===== config.mk =====
export PLATFORM = sky130hd
export DESIGN_NAME = conv2d_engine_flat
export DESIGN_NICKNAME = d
export VERILOG_FILES = /design/src/rtl/conv_pkg.sv /design/src/rtl/conv2d_engine_if.sv /design/src/rtl/conv_mac.sv /design/src/rtl/conv2d_engine.sv /design/src/flat_wrapper.sv
export SDC_FILE = /design/constraint.sdc
export NUM_CORES = 1
export LEC_CHECK = 0
export BUFFER_PORTS_ARGS = -buffer_cell sky130_fd_sc_hd__buf_2
export CORE_MARGIN = 2
export CORE_UTILIZATION = 59
export DETAILED_ROUTE_END_ITERATION = 8
export GPL_TIMING_DRIVEN = 0
export PLACE_DENSITY = 0.81
export SYNTH_ARGS = -nofsm -noshare
export SYNTH_HDL_FRONTEND = slang
export SYNTH_SLANG_ARGS = --single-unit

===== constraint.sdc =====
create_clock -name clk -period 10.16 [get_ports clk]
set_input_delay 1.016 -clock clk [delete_from_list [all_inputs] [get_ports clk]]
set_output_delay 1.016 -clock clk [all_outputs]
set_load 0.02 [all_outputs]

===== src/rtl/conv_pkg.sv =====
// +----------------------------------------------------------------------------+
// | Module : conv_pkg                                                          |
// | Brief  : Shared types and helpers for the 2-D convolution engine:          |
// |          FSM state enum and the output-dimension helper.                   |
// | Rev    : 1.0  initial release                                              |
// +----------------------------------------------------------------------------+
`default_nettype none

package conv_pkg;

  // Job sequencing: IDLE waits for start, COMPUTE runs one MAC per cycle,
  // DONE is the one-cycle completion pulse.
  typedef enum logic [1:0] {
    IDLE    = 2'd0,
    COMPUTE = 2'd1,
    DONE    = 2'd2
  } conv_state_t;

  // Side length of a "valid" convolution result.
  function automatic int out_dim(input int n, input int k);
    return n - k + 1;
  endfunction

endpackage

`default_nettype wire


===== src/rtl/conv2d_engine_if.sv =====
// +----------------------------------------------------------------------------+
// | Module : conv2d_engine_if                                                  |
// | Brief  : Job/bus interface of conv2d_engine.                               |
// |   start     request (sampled by the engine only when idle)                |
// |   in_flat   N*N*DW  row-major signed input matrix                          |
// |   kern_flat K*K*DW  row-major signed kernel                                |
// |   busy      engine is computing                                            |
// |   done      one-cycle completion pulse                                     |
// |   out_flat  M*M*AW  row-major signed results, M = N-K+1                    |
// |   Modports: master (job issuer), slave (engine).                           |
// | Rev    : 1.0  initial release                                              |
// +----------------------------------------------------------------------------+
`default_nettype none

interface conv2d_engine_if
  import conv_pkg::*;
#(
  parameter int N  = 3,
  parameter int K  = 2,
  parameter int DW = 16,
  parameter int AW = 2*DW + $clog2(K*K)
);
  localparam int M = out_dim(N, K);

  logic                start;
  logic [N*N*DW-1:0]   in_flat;
  logic [K*K*DW-1:0]   kern_flat;
  logic                busy;
  logic                done;
  logic [M*M*AW-1:0]   out_flat;

  modport master (
    output start, in_flat, kern_flat,
    input  busy, done, out_flat
  );

  modport slave (
    input  start, in_flat, kern_flat,
    output busy, done, out_flat
  );

endinterface

`default_nettype wire


===== src/rtl/conv_mac.sv =====
// +----------------------------------------------------------------------------+
// | Module : conv_mac                                                          |
// | Brief  : Signed multiply-accumulate slice. Full-precision DW x DW product  |
// |          sign-extended to AW and added to a wrapping AW-bit accumulator.   |
// |   clk, reset  clock / synchronous active-high reset                        |
// |   clr         load accumulator with 0 (priority over en)                   |
// |   en          accumulate a*b                                               |
// |   a, b        signed DW operands                                           |
// |   sum_next    acc + sext(a*b), combinational (used for final-tap store)    |
// | Rev    : 1.0  initial release                                              |
// +----------------------------------------------------------------------------+
`default_nettype none

module conv_mac #(
  parameter int DW = 16,
  parameter int AW = 34
) (
  input  logic                 clk,
  input  logic                 reset,
  input  logic                 clr,
  input  logic                 en,
  input  logic signed [DW-1:0] a,
  input  logic signed [DW-1:0] b,
  output logic signed [AW-1:0] sum_next
);

  logic signed [2*DW-1:0] a_ext;
  logic signed [2*DW-1:0] b_ext;
  logic signed [2*DW-1:0] prod;
  logic signed [AW-1:0]   prod_ext;
  logic signed [AW-1:0]   acc;

  // Widen before multiplying so the product is computed at full 2*DW width.
  assign a_ext    = (2*DW)'(a);
  assign b_ext    = (2*DW)'(b);
  assign prod     = a_ext * b_ext;
  assign prod_ext = AW'(prod);
  assign sum_next = acc + prod_ext;   // wraps modulo 2^AW

  always_ff @(posedge clk) begin
    if (reset || clr) begin
      acc <= '0;
    end else if (en) begin
      acc <= sum_next;
    end
  end

endmodule

`default_nettype wire


===== src/rtl/conv2d_engine.sv =====
// +----------------------------------------------------------------------------+
// | Module : conv2d_engine                                                     |
// | Brief  : Sequential 2-D valid convolution, one MAC per clock.              |
// |          N x N signed input, K x K runtime kernel, M x M results.          |
// |   clk    clock, rising edge                                                |
// |   reset  synchronous active-high reset                                     |
// |   bus    conv2d_engine_if.slave (start/in_flat/kern_flat/busy/done/       |
// |          out_flat)                                                         |
// |   Config macro CONV_RELU_EN: negative sums are stored as 0 (the           |
// |          accumulator itself is never clamped).                             |
// | Rev    : 1.0  initial release                                              |
// +----------------------------------------------------------------------------+
`default_nettype none

module conv2d_engine
  import conv_pkg::*;
#(
  parameter int N  = 3,
  parameter int K  = 2,
  parameter int DW = 16,
  parameter int AW = 2*DW + $clog2(K*K)
) (
  input  logic           clk,
  input  logic           reset,
  conv2d_engine_if.slave bus
);

  localparam int M   = out_dim(N, K);
  localparam int MW  = (M > 1) ? $clog2(M) : 1;
  localparam int KW  = (K > 1) ? $clog2(K) : 1;
  localparam int XIW = $clog2(N*N);
  localparam int WIW = (K*K > 1) ? $clog2(K*K) : 1;
  localparam int OIW = (M*M > 1) ? $clog2(M*M) : 1;

  conv_state_t state, state_next;

  logic signed [DW-1:0] x_mem   [N*N];
  logic signed [DW-1:0] w_mem   [K*K];
  logic signed [AW-1:0] out_mem [M*M];

  logic [MW-1:0] i, j;
  logic [KW-1:0] p, q;

  logic last_q, last_p, last_j, last_i, last_tap, job_end;
  logic capture, mac_clr, mac_en;

  logic [XIW-1:0]       x_idx;
  logic [WIW-1:0]       w_idx;
  logic [OIW-1:0]       o_idx;
  logic signed [DW-1:0] tap_x, tap_w;
  logic signed [AW-1:0] sum_next, store_val;

  assign last_q   = (q == KW'(K - 1));
  assign last_p   = (p == KW'(K - 1));
  assign last_j   = (j == MW'(M - 1));
  assign last_i   = (i == MW'(M - 1));
  assign last_tap = last_p && last_q;
  assign job_end  = last_tap && last_j && last_i;

  // ---------------------------------------------------------------- FSM
  always_ff @(posedge clk) begin
    if (reset) begin
      state <= IDLE;
    end else begin
      state <= state_next;
    end
  end

  always_comb begin
    state_next = state;
    capture    = 1'b0;
    mac_clr    = 1'b0;
    mac_en     = 1'b0;
    case (state)
      IDLE: begin
        if (bus.start) begin
          capture    = 1'b1;
          mac_clr    = 1'b1;
          state_next = COMPUTE;
        end
      end
      COMPUTE: begin
        mac_en = 1'b1;
        // Clear wins over accumulate: the finished sum leaves through
        // sum_next and the next output window starts from zero.
        mac_clr = last_tap;
        if (job_end) begin
          state_next = DONE;
        end
      end
      DONE: begin
        state_next = IDLE;
      end
      default: begin
        state_next = IDLE;
      end
    endcase
  end

  assign bus.busy = (state == COMPUTE);
  assign bus.done = (state == DONE);

  // ------------------------------------------------------ operand capture
  // Operands are latched at start so the caller may change the bus freely
  // while a job is running.
  always_ff @(posedge clk) begin
    if (reset) begin
      for (int e = 0; e < N*N; e++) x_mem[e] <= '0;
      for (int e = 0; e < K*K; e++) w_mem[e] <= '0;
    end else if (capture) begin
      for (int e = 0; e < N*N; e++) x_mem[e] <= bus.in_flat[e*DW +: DW];
      for (int e = 0; e < K*K; e++) w_mem[e] <= bus.kern_flat[e*DW +: DW];
    end
  end

  // ------------------------------------------------------------ counters
  // Loop nest i (outer) > j > p > q (inner).
  always_ff @(posedge clk) begin
    if (reset || capture) begin
      i <= '0;
      j <= '0;
      p <= '0;
      q <= '0;
    end else if (state == COMPUTE) begin
      if (!last_q) begin
        q <= q + KW'(1);
      end else begin
        q <= '0;
        if (!last_p) begin
          p <= p + KW'(1);
        end else begin
          p <= '0;
          if (!last_j) begin
            j <= j + MW'(1);
          end else begin
            j <= '0;
            i <= last_i ? '0 : i + MW'(1);
          end
        end
      end
    end
  end

  // ------------------------------------------------------------ tap mux
  always_comb begin
    x_idx = XIW'((int'(i) + int'(p)) * N + int'(j) + int'(q));
    w_idx = WIW'(int'(p) * K + int'(q));
    o_idx = OIW'(int'(i) * M + int'(j));
    tap_x = x_mem[x_idx];
    tap_w = w_mem[w_idx];
  end

  conv_mac #(
    .DW (DW),
    .AW (AW)
  ) u_mac (
    .clk      (clk),
    .reset    (reset),
    .clr      (mac_clr),
    .en       (mac_en),
    .a        (tap_x),
    .b        (tap_w),
    .sum_next (sum_next)
  );

  // ------------------------------------------------------- result store
`ifdef CONV_RELU_EN
  assign store_val = sum_next[AW-1] ? '0 : sum_next;
`else
  assign store_val = sum_next;
`endif

  always_ff @(posedge clk) begin
    if (reset) begin
      for (int e = 0; e < M*M; e++) out_mem[e] <= '0;
    end else if (state == COMPUTE && last_tap) begin
      out_mem[o_idx] <= store_val;
    end
  end

  for (genvar e = 0; e < M*M; e++) begin : g_out
    assign bus.out_flat[e*AW +: AW] = out_mem[e];
  end

endmodule

`default_nettype wire


===== src/flat_wrapper.sv =====
// flat-port wrapper written by rule: the top's interface ports become plain ports
module conv2d_engine_flat import conv_pkg::*;
#(
  parameter int N  = 3,
  parameter int K  = 2,
  parameter int DW = 16,
  parameter int AW = 2*DW + $clog2(K*K)
)
  (clk, reset, bus_start, bus_in_flat, bus_kern_flat, bus_busy, bus_done, bus_out_flat);
  conv2d_engine_if #(.N(N), .K(K), .DW(DW), .AW(AW)) bus_i ();
  input  logic clk;
  input  logic reset;
  input wire logic [$bits(bus_i.start)-1:0] bus_start;
  input wire logic [$bits(bus_i.in_flat)-1:0] bus_in_flat;
  input wire logic [$bits(bus_i.kern_flat)-1:0] bus_kern_flat;
  output wire logic [$bits(bus_i.busy)-1:0] bus_busy;
  output wire logic [$bits(bus_i.done)-1:0] bus_done;
  output wire logic [$bits(bus_i.out_flat)-1:0] bus_out_flat;
  assign bus_i.start = bus_start;
  assign bus_i.in_flat = bus_in_flat;
  assign bus_i.kern_flat = bus_kern_flat;
  assign bus_busy = bus_i.busy;
  assign bus_done = bus_i.done;
  assign bus_out_flat = bus_i.out_flat;
  conv2d_engine #(.N(N), .K(K), .DW(DW), .AW(AW)) u_core (.clk(clk), .reset(reset), .bus(bus_i));
endmodule

## Yosys cells after proc, flatten, opt, wreduce, memory -nomap -nowiden

Memory sizes are Yosys's and may differ from the RTL's.
Index checks and enable logic that the tools add are counted.

| storage, ports and cells | value |
|---|---|
| register bits | 40 |
| bits in writable memories | 344 |
| memories | 3 |

| cells by class | value |
|---|---|
| $add $sub $neg | 10 |
| $mul | 2 |
| eq/ne operators | 4 |
| muxes and demuxes | 35 |
| bitwise gates (word level) | 13 |
| reductions and logical operators | 12 |

Memory list:

| memory | depth | bits a word | rd ports | clocked after memory_dff | write ports | line | source |
|---|---|---|---|---|---|---|---|
| u_core.x_mem | 9 | 16 | 1 | 0 | 9 | conv2d_engine.sv:37 | `logic signed [DW-1:0] x_mem [N*N];` |
| u_core.out_mem | 4 | 34 | 4 | 0 | 4 | conv2d_engine.sv:39 | `logic signed [AW-1:0] out_mem [M*M];` |
| u_core.w_mem | 4 | 16 | 1 | 0 | 4 | conv2d_engine.sv:38 | `logic signed [DW-1:0] w_mem [K*K];` |

Operators with widths:

| cell | number |
|---|---|
| $mux W16 | 13 |
| $add A34 B32 Y34 | 1 |
| $mux W34 | 1 |
| $reduce_or A34 Y1 | 1 |
| $mul A16 B16 Y32 | 1 |
| $mul A32 B3 Y4 const B | 1 |
| $mux W1 | 16 |
| $or A1 B1 Y1 | 13 |
| $add A4 B2 Y4 | 2 |
| $mux W2 | 3 |
| $add A1 B1 Y1 const B | 4 |
| $add A2 B1 Y2 | 2 |
| $logic_and A1 B1 Y1 | 4 |
| $pmux W2 S2 | 1 |
| $reduce_and A2 Y1 | 2 |
| $reduce_and A4 Y1 | 1 |
| $reduce_and A3 Y1 | 1 |
| $add A1 B1 Y2 | 1 |
| $eq A2 B1 Y1 const B | 1 |
| $eq A2 B2 Y1 const B | 1 |
| $logic_not A2 Y1 | 1 |
| $logic_or A1 B1 Y1 | 2 |
| $ne A2 B1 Y1 const B | 1 |
| $ne A2 B2 Y1 const B | 1 |
| $pmux W1 S2 | 1 |

## Logic depth before layout (Yosys ltp)

An unclocked memory read counts as a cell.

| depth | value |
|---|---|
| depth in word-level cells | 8 |
| depth in mapped cells | 39 |
| depth with buffers taken out | 33 |

## Cells and area by module

From an unflattened synthesis, not the netlist that was laid out.

| unflattened totals | value |
|---|---|
| cells, all modules | 2365 |
| area, all modules | 27706.6 µm² |

By module, submodules not included:

| module | instances | cells each | area each (µm²) |
|---|---|---|---|
| conv2d_engine | 1 | 948 | 14777.9 |
| conv_mac | 1 | 1417 | 12928.6 |

## Worst setup path after synthesis

OpenSTA, ideal clock, no wires.

| timing | value |
|---|---|
| path type | input port to flip-flop |
| from | input bus_start |
| to | register u_core.u_mac.acc[25] |
| arrival | 8.683 ns |
| data required time | 10.038 ns |
| path slack | 1.354 ns |
| stages on the path | 7 |
| cell sequence | nand2_1 nand2b_1 clkbuf_1 nor2_1 and3_1 mux2i_1 nand2_1 |

| between the ends | value |
|---|---|
| word-level cells in the longest chain between the ends | 3 |

RTL lines:

| element | line | source |
|---|---|---|
| start: declaration | flat_wrapper.sv:13 | `input wire logic [$bits(bus_i.start)-1:0] bus_start;` |
| $mux W1 | conv2d_engine.sv:76 | `if (bus.start) begin` |
| $pmux W1 S2 | conv2d_engine.sv:74 | `case (state)` |
| $logic_or A1 B1 Y1 | conv_mac.sv:41 | `if (reset \|\| clr) begin` |
| end signal: assignment | conv_mac.sv:44 | `acc <= sum_next;` |
| end: declaration | conv_mac.sv:31 | `logic signed [AW-1:0] acc;` |

No other way between the ends.
A chain may end at the register's enable or synchronous reset.

==> impl_metrics.toml <==
[logic_synthesis]
ys_warn_count = 0
syn-num-nets = 2920
syn_inst = 2297
synth.avg_cell_area_um2 = 11.6
ys_seq_elements = 384
synth_area_um2 = 26600
synth-edff-count = 344
yosys_most_used_dff = "edfxtp_1"
seq_area_frac_synth_pct = 41.8
synth.distinct_cells = 54
postSynth.asyncResetShare_pct = 0

[min_path]
hold_path_end = "u_core.u_mac.acc[0]"
holdCritPathClass = "reg2reg"
worstHoldStart = "u_core.u_mac.acc[0]"
hold_depth = 2

[worst_setup_path]
required_ps = 10440
cp-end-kind = "flop"
max_stage_delay_ps = 540
critPathKind = "reg2reg"
critPathArrivalTime_ps = 10020
ff2ff_setup_slack_ps = 430
cp-start-kind = "flop"
r2r-start = "u_core.last_p"
cpMostUsedCell = "fa_1"
slowest_stage = "fa_1"
reg2reg_depth = 34
worst-path-max-fanout = 19
r2r-end = "u_core.out_mem[2][33]"

[placed_design]
dp_cells = 3241
hpwl_um = 53100
gp_congestion = 0.933
portBuffers = 348

[cells_and_area]
post-route-util_pct = 68.8
seqCellArea_um2 = 11100
nNetsFinal = 3304
drive_gt1_share_pct = 18.7
multi_input_area_um2 = 13900
stdcell_count = 3301
fillers = 3100
area.growth.synth_to_final_pct = 14.7

[timing]
finalCritPeriodShare_pct = 95.8
setup_tns_ps = 0
relSlewSlack_pct = 17.1
hold_viol = 0
fmax_ghz = 0.103
worst_pin_slew_ps = 1230
rsz0062_at_grt = "false"
finalCriticalPeriod_ps = 9730
maxSlewViolCount = 0
skew_ps = 21.6
setup_violations = 0

[floorplan]
fp.coreArea_um2 = 44400
io_pins = 349
rows = 77
die_h_um = 217
initial_core_util_pct = 60.0
die_area_um2 = 46900
die_w_um = 217

[global_routing]
grt_max_degree = 75
grt_pass1_vias = 19000
antenna_found_initial = 2
grt_overflow = 0
grtUsageTotal_pct = 29.5
grt_pass1_wl_um = 105000

[drt]
firstDrtPassIters = 5
drc_errors = 0
drt_iter0_drc = 1473
vias = 18000
avgViaCountPerCell = 5.45
wl_per_cell_um = 20.1
antenna_left = 0
wl_um = 66400

[clock_tree]
htree_levels = 2
cts_tree = "built"
clockBufferDepth = 3
path_clk_slew_ps = 60
cts_buffers = 38
ctsHoldBuffers = 0
clock-root-buffer = "clkbuf_16"
post_cts_buffers = 0
clk_latency_ps = 570
cts.sinks = 384

[status]
status = "finished clean"

[run]
drv_cap = 0
[metal layers]
| metal | global-route usage [%] | wire [um] |
|---|---|---|
| met3 | 5.09 | 5500 |
| met5 | 0 | 0 |
| met1 | 40.1 | 27000 |
| met2 | 49.0 | 31800 |
| met4 | 9.57 | 2060 |
[registers in the layout, indices dropped and copies added (netlist names)]
name              cells
u_core.x_mem        144
u_core.out_mem      136
u_core.w_mem         64
u_core.u_mac.acc     34
u_core.state          2
u_core.i              1
u_core.j              1
u_core.last_p         1
u_core.last_q         1
[worst max-delay path: cells and delay by family (launching register included)]
family	cells	cell delay (ps)
flops	1	370
fa+ha+maj	10	4120
mux	2	650
buf+inv	10	1570
simple gates	6	1100
xor+xnor	1	530
compound gates	5	1100
[stage by stage]
step	instance area (um^2)	hold slack (ps)	worst slack, ps
5_1_grt	30600	497	1.61
2_1_floorplan	26600	438	1350
4_1_cts	30500	465	13.0
3_3_place_gp	29100	450	-2040
6_report	30600	466	428
3_5_place_dp	29300	456	-360
[cell families (layout without fill, tap and decap cells)]
logic type	count (synthesis)	in the layout	share of synthesized area, %
AO/OA/AOI/OAI	157	157	3.92
XOR/XNOR	43	43	1.48
adder cells (fa/ha/maj)	412	412	28.0
buffers and inverters	462	872	6.56
flip-flops	384	384	41.8
multiplexers	74	74	4.70
other	0	2	0
AND/OR/NAND/NOR	765	765	13.6
[cell usage in the layout (no fill, tap or decap), drive strengths merged, types with 42 or more instances in the layout]
cell type	count
fa	306
and2	220
inv	363
o21ai	42
nand2	160
ha	106
buf	364
clkbuf	132
a21oi	43
edfxtp	344
nor2	299
[timing repair]
action / in CTS / in global routing
pin swaps: 0 / 0
endpoints found under the setup margin: 58 / 80
gates resized for setup: 0 / 29
[synth_stat cells, drive strengths merged, types with 3 or more instances]
library cell	n	area (um^2)
inv	360	1350
edfxtp	344	10300
fa	306	6130
nor2	299	1120
and2	220	1380
nand2	160	601
ha	106	1330
clkbuf	85	319
a21oi	43	215
o21ai	42	214
dfxtp	40	801
mux4	40	901
xnor2	33	289
nand2b	28	175
mux2i	26	260
o21a	23	173
nor2b	21	131
buf	17	76.3
a21o	13	97.6
nand3	12	60.1
xor2	10	106
mux2	8	90.1
a211oi	7	62.6
nor3	7	40.0
o21bai	7	52.6
or2	5	31.3
and3	4	25.0
nand4	3	18.8
o311ai	3	43.8
o31ai	3	22.5
[worst max-delay path by stage]
stage	slack, ps	start	cells after the start	endpoint
6_report	430	u_core.last_p	34	u_core.out_mem[2][33]
2_1_floorplan	1350	bus_start	7	u_core.u_mac.acc[25]
3_5_place_dp	-360	u_core.last_p	36	u_core.out_mem[1][32]
4_1_cts	10	u_core.last_p	35	u_core.out_mem[0][32]
3_3_place_gp	-2040	reset	7	u_core.u_mac.acc[25]
5_1_grt	2	u_core.last_p	33	u_core.out_mem[3][32]
[cell type report]
class / count / area share (%)
antenna: 2 / 0.0164
buffer: 94 / 1.25
clock buffer: 50 / 3.50
clock inverter: 16 / 0.544
inverter: 360 / 4.42
multi-input combinational: 1451 / 45.4
sequential: 384 / 36.4
tap: 592 / 2.42
timing repair buffer: 352 / 6.06
Power is not shown: default switching activity piles up to over one toggle a cycle in this logic, so the estimate is an artifact.
